### config.mk
export PLATFORM = sky130hd
export DESIGN_NAME = mux_onehot_pipe
export DESIGN_NICKNAME = d
export VERILOG_FILES = /design/src/rtl/mux_onehot_pipe_pkg.sv /design/src/rtl/mux_onehot_pipe_skid_buffer_2.sv /design/src/rtl/mux_onehot_pipe.sv
export SDC_FILE = /design/constraint.sdc
export NUM_CORES = 1
export LEC_CHECK = 0
export CORE_MARGIN = 3
export CORE_UTILIZATION = 41
export CTS_CLUSTER_SIZE = 24
export DETAILED_ROUTE_END_ITERATION = 10
export GPL_ROUTABILITY_DRIVEN = 0
export PLACE_DENSITY_LB_ADDON = 0.12
export SYNTH_ARGS = -nofsm -noshare
export SYNTH_HDL_FRONTEND = slang
export SYNTH_SLANG_ARGS = --single-unit
### constraint.sdc
create_clock -name clk -period 3 [get_ports clk]
set_input_delay 0.9 -clock clk [delete_from_list [all_inputs] [get_ports clk]]
set_output_delay 0.9 -clock clk [all_outputs]
set_load 0.005 [all_outputs]
### src/rtl/mux_onehot_pipe_pkg.sv
// Shared router package: one-hot grant helpers and skid-buffer occupancy encoding.
package mux_onehot_pipe_pkg;

    // Widest grant vector the helpers accept; callers zero-extend narrower grants.
    localparam int ONEHOT_MAX_WIDTH = 64;

    // Occupancy of the two-entry output buffer.
    typedef enum logic [1:0] {
        BUF_EMPTY = 2'b00,
        BUF_ONE   = 2'b01,
        BUF_FULL  = 2'b11
    } buf_state_e;

    // Zero or one bit set: clearing the lowest set bit must leave nothing behind.
    function automatic logic onehot_legal(input logic [ONEHOT_MAX_WIDTH-1:0] vec);
        return (vec & (vec - ONEHOT_MAX_WIDTH'(1))) == '0;
    endfunction

    // Exactly one bit set.
    function automatic logic onehot_exact(input logic [ONEHOT_MAX_WIDTH-1:0] vec);
        return onehot_legal(vec) && (vec != '0);
    endfunction

endpackage : mux_onehot_pipe_pkg

### src/rtl/mux_onehot_pipe_skid_buffer_2.sv
// Two-entry valid/ready buffer: 'main' drives the output, 'skid' absorbs the one
// flit that can arrive while the output stalls. Upstream ready is a pure register.
module skid_buffer_2
    import mux_onehot_pipe_pkg::*;
#(
    parameter int DATA_WIDTH = 32
) (
    input  logic                  clk,
    input  logic                  rst,
    input  logic                  in_valid_i,
    input  logic [DATA_WIDTH-1:0] in_data_i,
    output logic                  in_ready_o,
    output logic                  out_valid_o,
    output logic [DATA_WIDTH-1:0] out_data_o,
    input  logic                  out_ready_i
);

    logic                  main_valid_q, main_valid_d;
    logic [DATA_WIDTH-1:0] main_data_q,  main_data_d;
    logic                  skid_valid_q, skid_valid_d;
    logic [DATA_WIDTH-1:0] skid_data_q,  skid_data_d;
    logic                  acc;
    buf_state_e            state;

    // Upstream ready depends only on whether skid is occupied, never on out_ready_i.
    assign in_ready_o  = ~skid_valid_q;
    assign acc         = in_valid_i & in_ready_o;
    assign out_valid_o = main_valid_q;
    assign out_data_o  = main_data_q;

    // Next-state for both entries, driven by occupancy, accept and drain.
    always_comb begin
        // NOTE: every output gets a default first, so no path leaves one unassigned
        // and no latch is inferred.
        main_valid_d = main_valid_q;
        main_data_d  = main_data_q;
        skid_valid_d = skid_valid_q;
        skid_data_d  = skid_data_q;

        state = buf_state_e'({skid_valid_q, main_valid_q});

        unique case (state)
            BUF_EMPTY: begin
                if (acc) begin
                    main_valid_d = 1'b1;
                    main_data_d  = in_data_i;
                end
            end
            BUF_ONE: begin
                if (acc && out_ready_i) begin
                    // Accept and drain together: reload main, no bubble.
                    main_data_d = in_data_i;
                end else if (acc) begin
                    skid_valid_d = 1'b1;
                    skid_data_d  = in_data_i;
                end else if (out_ready_i) begin
                    main_valid_d = 1'b0;
                end
            end
            BUF_FULL: begin
                // No accept possible here since in_ready_o is low.
                if (out_ready_i) begin
                    main_data_d  = skid_data_q;
                    skid_valid_d = 1'b0;
                end
            end
            default: begin
                // Skid valid without main valid is unreachable; recover to EMPTY.
                main_valid_d = 1'b0;
                skid_valid_d = 1'b0;
            end
        endcase
    end

    // Control flops and the output data register, cleared asynchronously.
    always_ff @(posedge clk or posedge rst) begin
        // NOTE: sequential state uses non-blocking assignments so every flop samples
        // pre-edge values regardless of statement order.
        if (rst) begin
            main_valid_q <= 1'b0;
            main_data_q  <= '0;
            skid_valid_q <= 1'b0;
        end else begin
            main_valid_q <= main_valid_d;
            main_data_q  <= main_data_d;
            skid_valid_q <= skid_valid_d;
        end
    end

    // Skid payload register.
    always_ff @(posedge clk) begin
        // NOTE: skid data carries no reset; it is only observed through main after
        // skid_valid_q has been set, and skid_valid_q is reset.
        skid_data_q <= skid_data_d;
    end

endmodule : skid_buffer_2

### src/rtl/mux_onehot_pipe.sv
// N-way one-hot multiplexer for switch traversal: grant decode, AND-OR select,
// multi-hot error flag, and a two-entry skid buffer on the output.
module mux_onehot_pipe
    import mux_onehot_pipe_pkg::*;
#(
    parameter int NUM_PORTS  = 4,   // must be in [2, ONEHOT_MAX_WIDTH]
    parameter int DATA_WIDTH = 32
) (
    input  logic                            clk,
    input  logic                            rst,
    input  logic [NUM_PORTS-1:0]            sel,
    input  logic [NUM_PORTS-1:0]            valid_i,
    input  logic [NUM_PORTS*DATA_WIDTH-1:0] data_i,
    output logic [NUM_PORTS-1:0]            ready_o,
    output logic                            valid_o,
    output logic [DATA_WIDTH-1:0]           data_o,
    input  logic                            ready_i,
    output logic                            sel_err_o
);

    logic [ONEHOT_MAX_WIDTH-1:0] sel_ext;
    logic                        sel_legal;
    logic                        sel_hot;
    logic                        up_rdy;
    logic                        sel_valid;
    logic [DATA_WIDTH-1:0]       sel_data;
    logic                        sel_err_q, sel_err_d;

    // Grant decode, per-channel ready and the AND-OR data select.
    always_comb begin
        sel_ext                 = '0;
        sel_ext[NUM_PORTS-1:0]  = sel;
        sel_legal               = onehot_legal(sel_ext);
        sel_hot                 = onehot_exact(sel_ext);

        ready_o   = sel & {NUM_PORTS{sel_hot & up_rdy}};
        sel_valid = sel_hot & (|(valid_i & sel));

        sel_data = '0;
        for (int k = 0; k < NUM_PORTS; k++) begin
            sel_data = sel_data | (data_i[k*DATA_WIDTH +: DATA_WIDTH] & {DATA_WIDTH{sel[k]}});
        end

        sel_err_d = (|sel) & ~sel_legal;
    end

    // Multi-hot grant flag, one pulse per bad cycle, independent of valid_i.
    always_ff @(posedge clk or posedge rst) begin
        if (rst) begin
            sel_err_q <= 1'b0;
        end else begin
            sel_err_q <= sel_err_d;
        end
    end

    assign sel_err_o = sel_err_q;

    skid_buffer_2 #(
        .DATA_WIDTH (DATA_WIDTH)
    ) u_skid (
        .clk         (clk),
        .rst         (rst),
        .in_valid_i  (sel_valid),
        .in_data_i   (sel_data),
        .in_ready_o  (up_rdy),
        .out_valid_o (valid_o),
        .out_data_o  (data_o),
        .out_ready_i (ready_i)
    );

endmodule : mux_onehot_pipe
==> out/results.txt <==
Core area: 0.00830 mm^2
Worst vdd ir: 0.268 mV
Routed Antenna Nets: 0
CP required: 2.10 ns
Layout Cells excl Fill: 634
Least-Margin Pin Slew: 0.567 ns
Critical path's slowest cell: a211o_4
Yosys warns: 0
Crit Path Max Fanout: 5
Die Height: 99.0 um
Worst skew pair latency: 0.33 ns
# H-tree levels: 3
Port buffer count: 176
Count leader, synth: a21oi_1
Top-area cell type share of the netlist area: 27.1%
Synth top cells by count: a21oi_1, a22oi_1, dfrtp_1, nand2_1, inv_1
Max capacitance violation total: 0
Layout cell share with drive strength beyond 1: 8.13%
Delay-heaviest family, CP: buffers and inverters
Starting Density: 42.7%
Setup CP Type: in2out
Clk root buf: clkbuf_8
Hold Crit Class: reg2reg
Buf/Inv on CP: 2
CP startpoint kind: input pin
Ys async rst share: 52.2%
Slew headroom: 62.2%
Seq/Total Area, Yosys: 51.8%
TritonCTS Sinks: 67
Area contributors post-synth: edfxtp_1, dfrtp_1, a22oi_1, a21oi_1, mux2i_1
GRT Overall Usage: 22.2%
Final Slew Violations: 0
Clock skew: 0.0121 ns
Post-CTS Setup Inserts: 0
Ports: 177
Routed len/inst: 16.8 um
DIE WIDTH: 99.0 um
DR pass1 iterations: 4
Status: completed
Clock slew at the register clock pins of the worst setup and hold paths: 0.07 ns
DRT iter0 DRCs: 118
Residual DRC count: 0
Multi-input gate area: 0.00146 mm^2
# setup viols final: 0
Storage cell area: 0.00184 mm^2
Hold buffers post-CTS: 0
Cts bufs inserted: 9
FP Rows: 33
Max incr delay on CP: 0.35 ns
Worst path cell trace: buf_2, xor2_1, a211o_4, and3_1, dlygate4sd2_1
Seq cells post-synth: 67
First-pass GRT wire length: 17500 um
Die Area: 0.00980 mm^2
Vias: 3314
DR vias/cell: 5.23
Leak Pwr: 2.54 nW
P&R area growth vs syn: 59.6%
Ant. Diodes: 0
Syn Area/Cell: 10.3 um^2
Nets@finish: 663
Dpl cell area: 0.00549 mm^2
Mapped Nets: 484
Ys flop type: dfrtp_1
CTS Buffer Depth: 2
Initial antenna violation count: 0
Final instance area: 0.00566 mm^2
Total grt overflow: 0
Crit end category: primary output
Fill count: 686
DP HPWL: 7930 um
Distinct cells, synth: 22
Largest net degree at the start of global routing: 39
Final min period: 2.91 ns
Synthesized cell area: 0.00355 mm^2
Vias in the first global route: 3560
Post-synth EDFFs: 32
Synthesized instance count: 345
Crit share post-route: 96.9%
Area leader, netlist: edfxtp_1
Power per cell area: 505 mW/mm^2
Max Fclk: 0.344 GHz
Final Hold Viols: 0
RSZ-0062 raised after global routing: no
WP data arrival: 2.01 ns
CTS tree: done
Final wirelength: 10600 um
Cells after DPL: 618
[cells in the final DEF, fill, tap and decap left out, types with 2 or more instances in the layout]
cell / n
edfxtp_1: 32
nor2_1: 2
dfrtp_1: 35
mux2i_1: 32
buf_4: 13
a21oi_1: 67
buf_2: 4
buf_12: 4
nor4b_2: 2
clkinv_1: 2
inv_1: 34
nand2_1: 35
dlygate4sd2_1: 3
clkbuf_8: 12
a22oi_1: 66
clkdlybuf4s50_1: 168
and3_1: 4
[layout make-up]
cell class / instances / share of cell area [%]
Multi-Input combinational cell: 218 / 25.7
Timing Repair Buffer: 194 / 34.1
Tap cell: 105 / 2.32
Sequential cell: 67 / 32.4
Clock inverter: 3 / 0.221
Clock buffer: 13 / 2.98
Inverter: 34 / 2.25
[final timing paths]
| kind | cells after the start | from | end | slack, ns |
|---|---|---|---|---|
| setup / recovery | 5 | sel[0] | ready_o[2] | 0.09 |
| hold / removal | 2 | u_skid.skid_data_q[15] | u_skid.out_data_o[15] | 0.51 |
| setup reg to reg | 5 | u_skid.skid_valid_q | u_skid.out_data_o[13] | 1.17 |
| hold reg to reg | 2 | u_skid.skid_data_q[15] | u_skid.out_data_o[15] | 0.51 |
| max in group asynchronous | 3 | rst | u_skid.out_data_o[21] | 1.67 |
| min in group asynchronous | 3 | rst | u_skid.out_data_o[5] | 0.97 |
[metrics by stage]
| step | power [W] | setup TNS, ns | hold slack [ns] | worst slack [ns] | util (%) |
|---|---|---|---|---|---|
| floorplan | 0.00159 | 0 | 0.498 | 0.182 | - |
| global placement | 0.00218 | -2.48 | 0.506 | -0.555 | 66.1 |
| detailed placement | 0.00221 | -3.79 | 0.512 | -0.553 | 66.1 |
| CTS | 0.00289 | 0 | 0.522 | 0.0227 | 68.3 |
| global route | 0.00303 | 0 | 0.538 | 0.0486 | 68.2 |
| finish | 0.00286 | 0 | 0.515 | 0.0924 | 68.2 |
[power by group]
part | internal [W] | switching (W)
logic | 0.000600 | 0.000360
registers | 0.00113 | 0.0000849
clock network | 0.000362 | 0.000318
total | 0.00210 | 0.000763
[tightest hold or removal path: stages, from the launching register on]
cell      delay [ns]
edfxtp_1        0.32
a21oi_1         0.06
mux2i_1         0.11
[metal layers]
layer / share of wire (%) / wire [um] / global-route usage [%]
met1: 40 / 4280 / 26.5
met2: 52 / 5490 / 39.2
met3: 6.5 / 690 / 5.24
met4: 1.6 / 173 / 7.25
met5: 0 / 0 / 0
[sequential cells by signal (all words and copies together) (netlist names)]
register,count
u_skid.out_valid_o,1
sel_err_o,1
u_skid.skid_data_q,32
u_skid.out_data_o,32
u_skid.skid_valid_q,1
[logic make-up after synthesis]
group                    count (synthesis)  synth area share, %
AO/OA/AOI/OAI                          135                 24.7
XOR/XNOR                                 1                0.247
adder cells (fa/ha/maj)                  1                0.282
buffers and inverters                   60                 7.72
flip-flops                              67                 51.8
multiplexers                            32                 9.03
AND/OR/NAND/NOR                         49                 6.24
[repair_timing]
action                                  in CTS  in global routing
gates resized for setup                     21                  2
endpoints found under the setup margin       4                  4
pin swaps                                    1                  0
cloned                                       0                  0
Note: power is estimated with default switching activity, not from simulation.
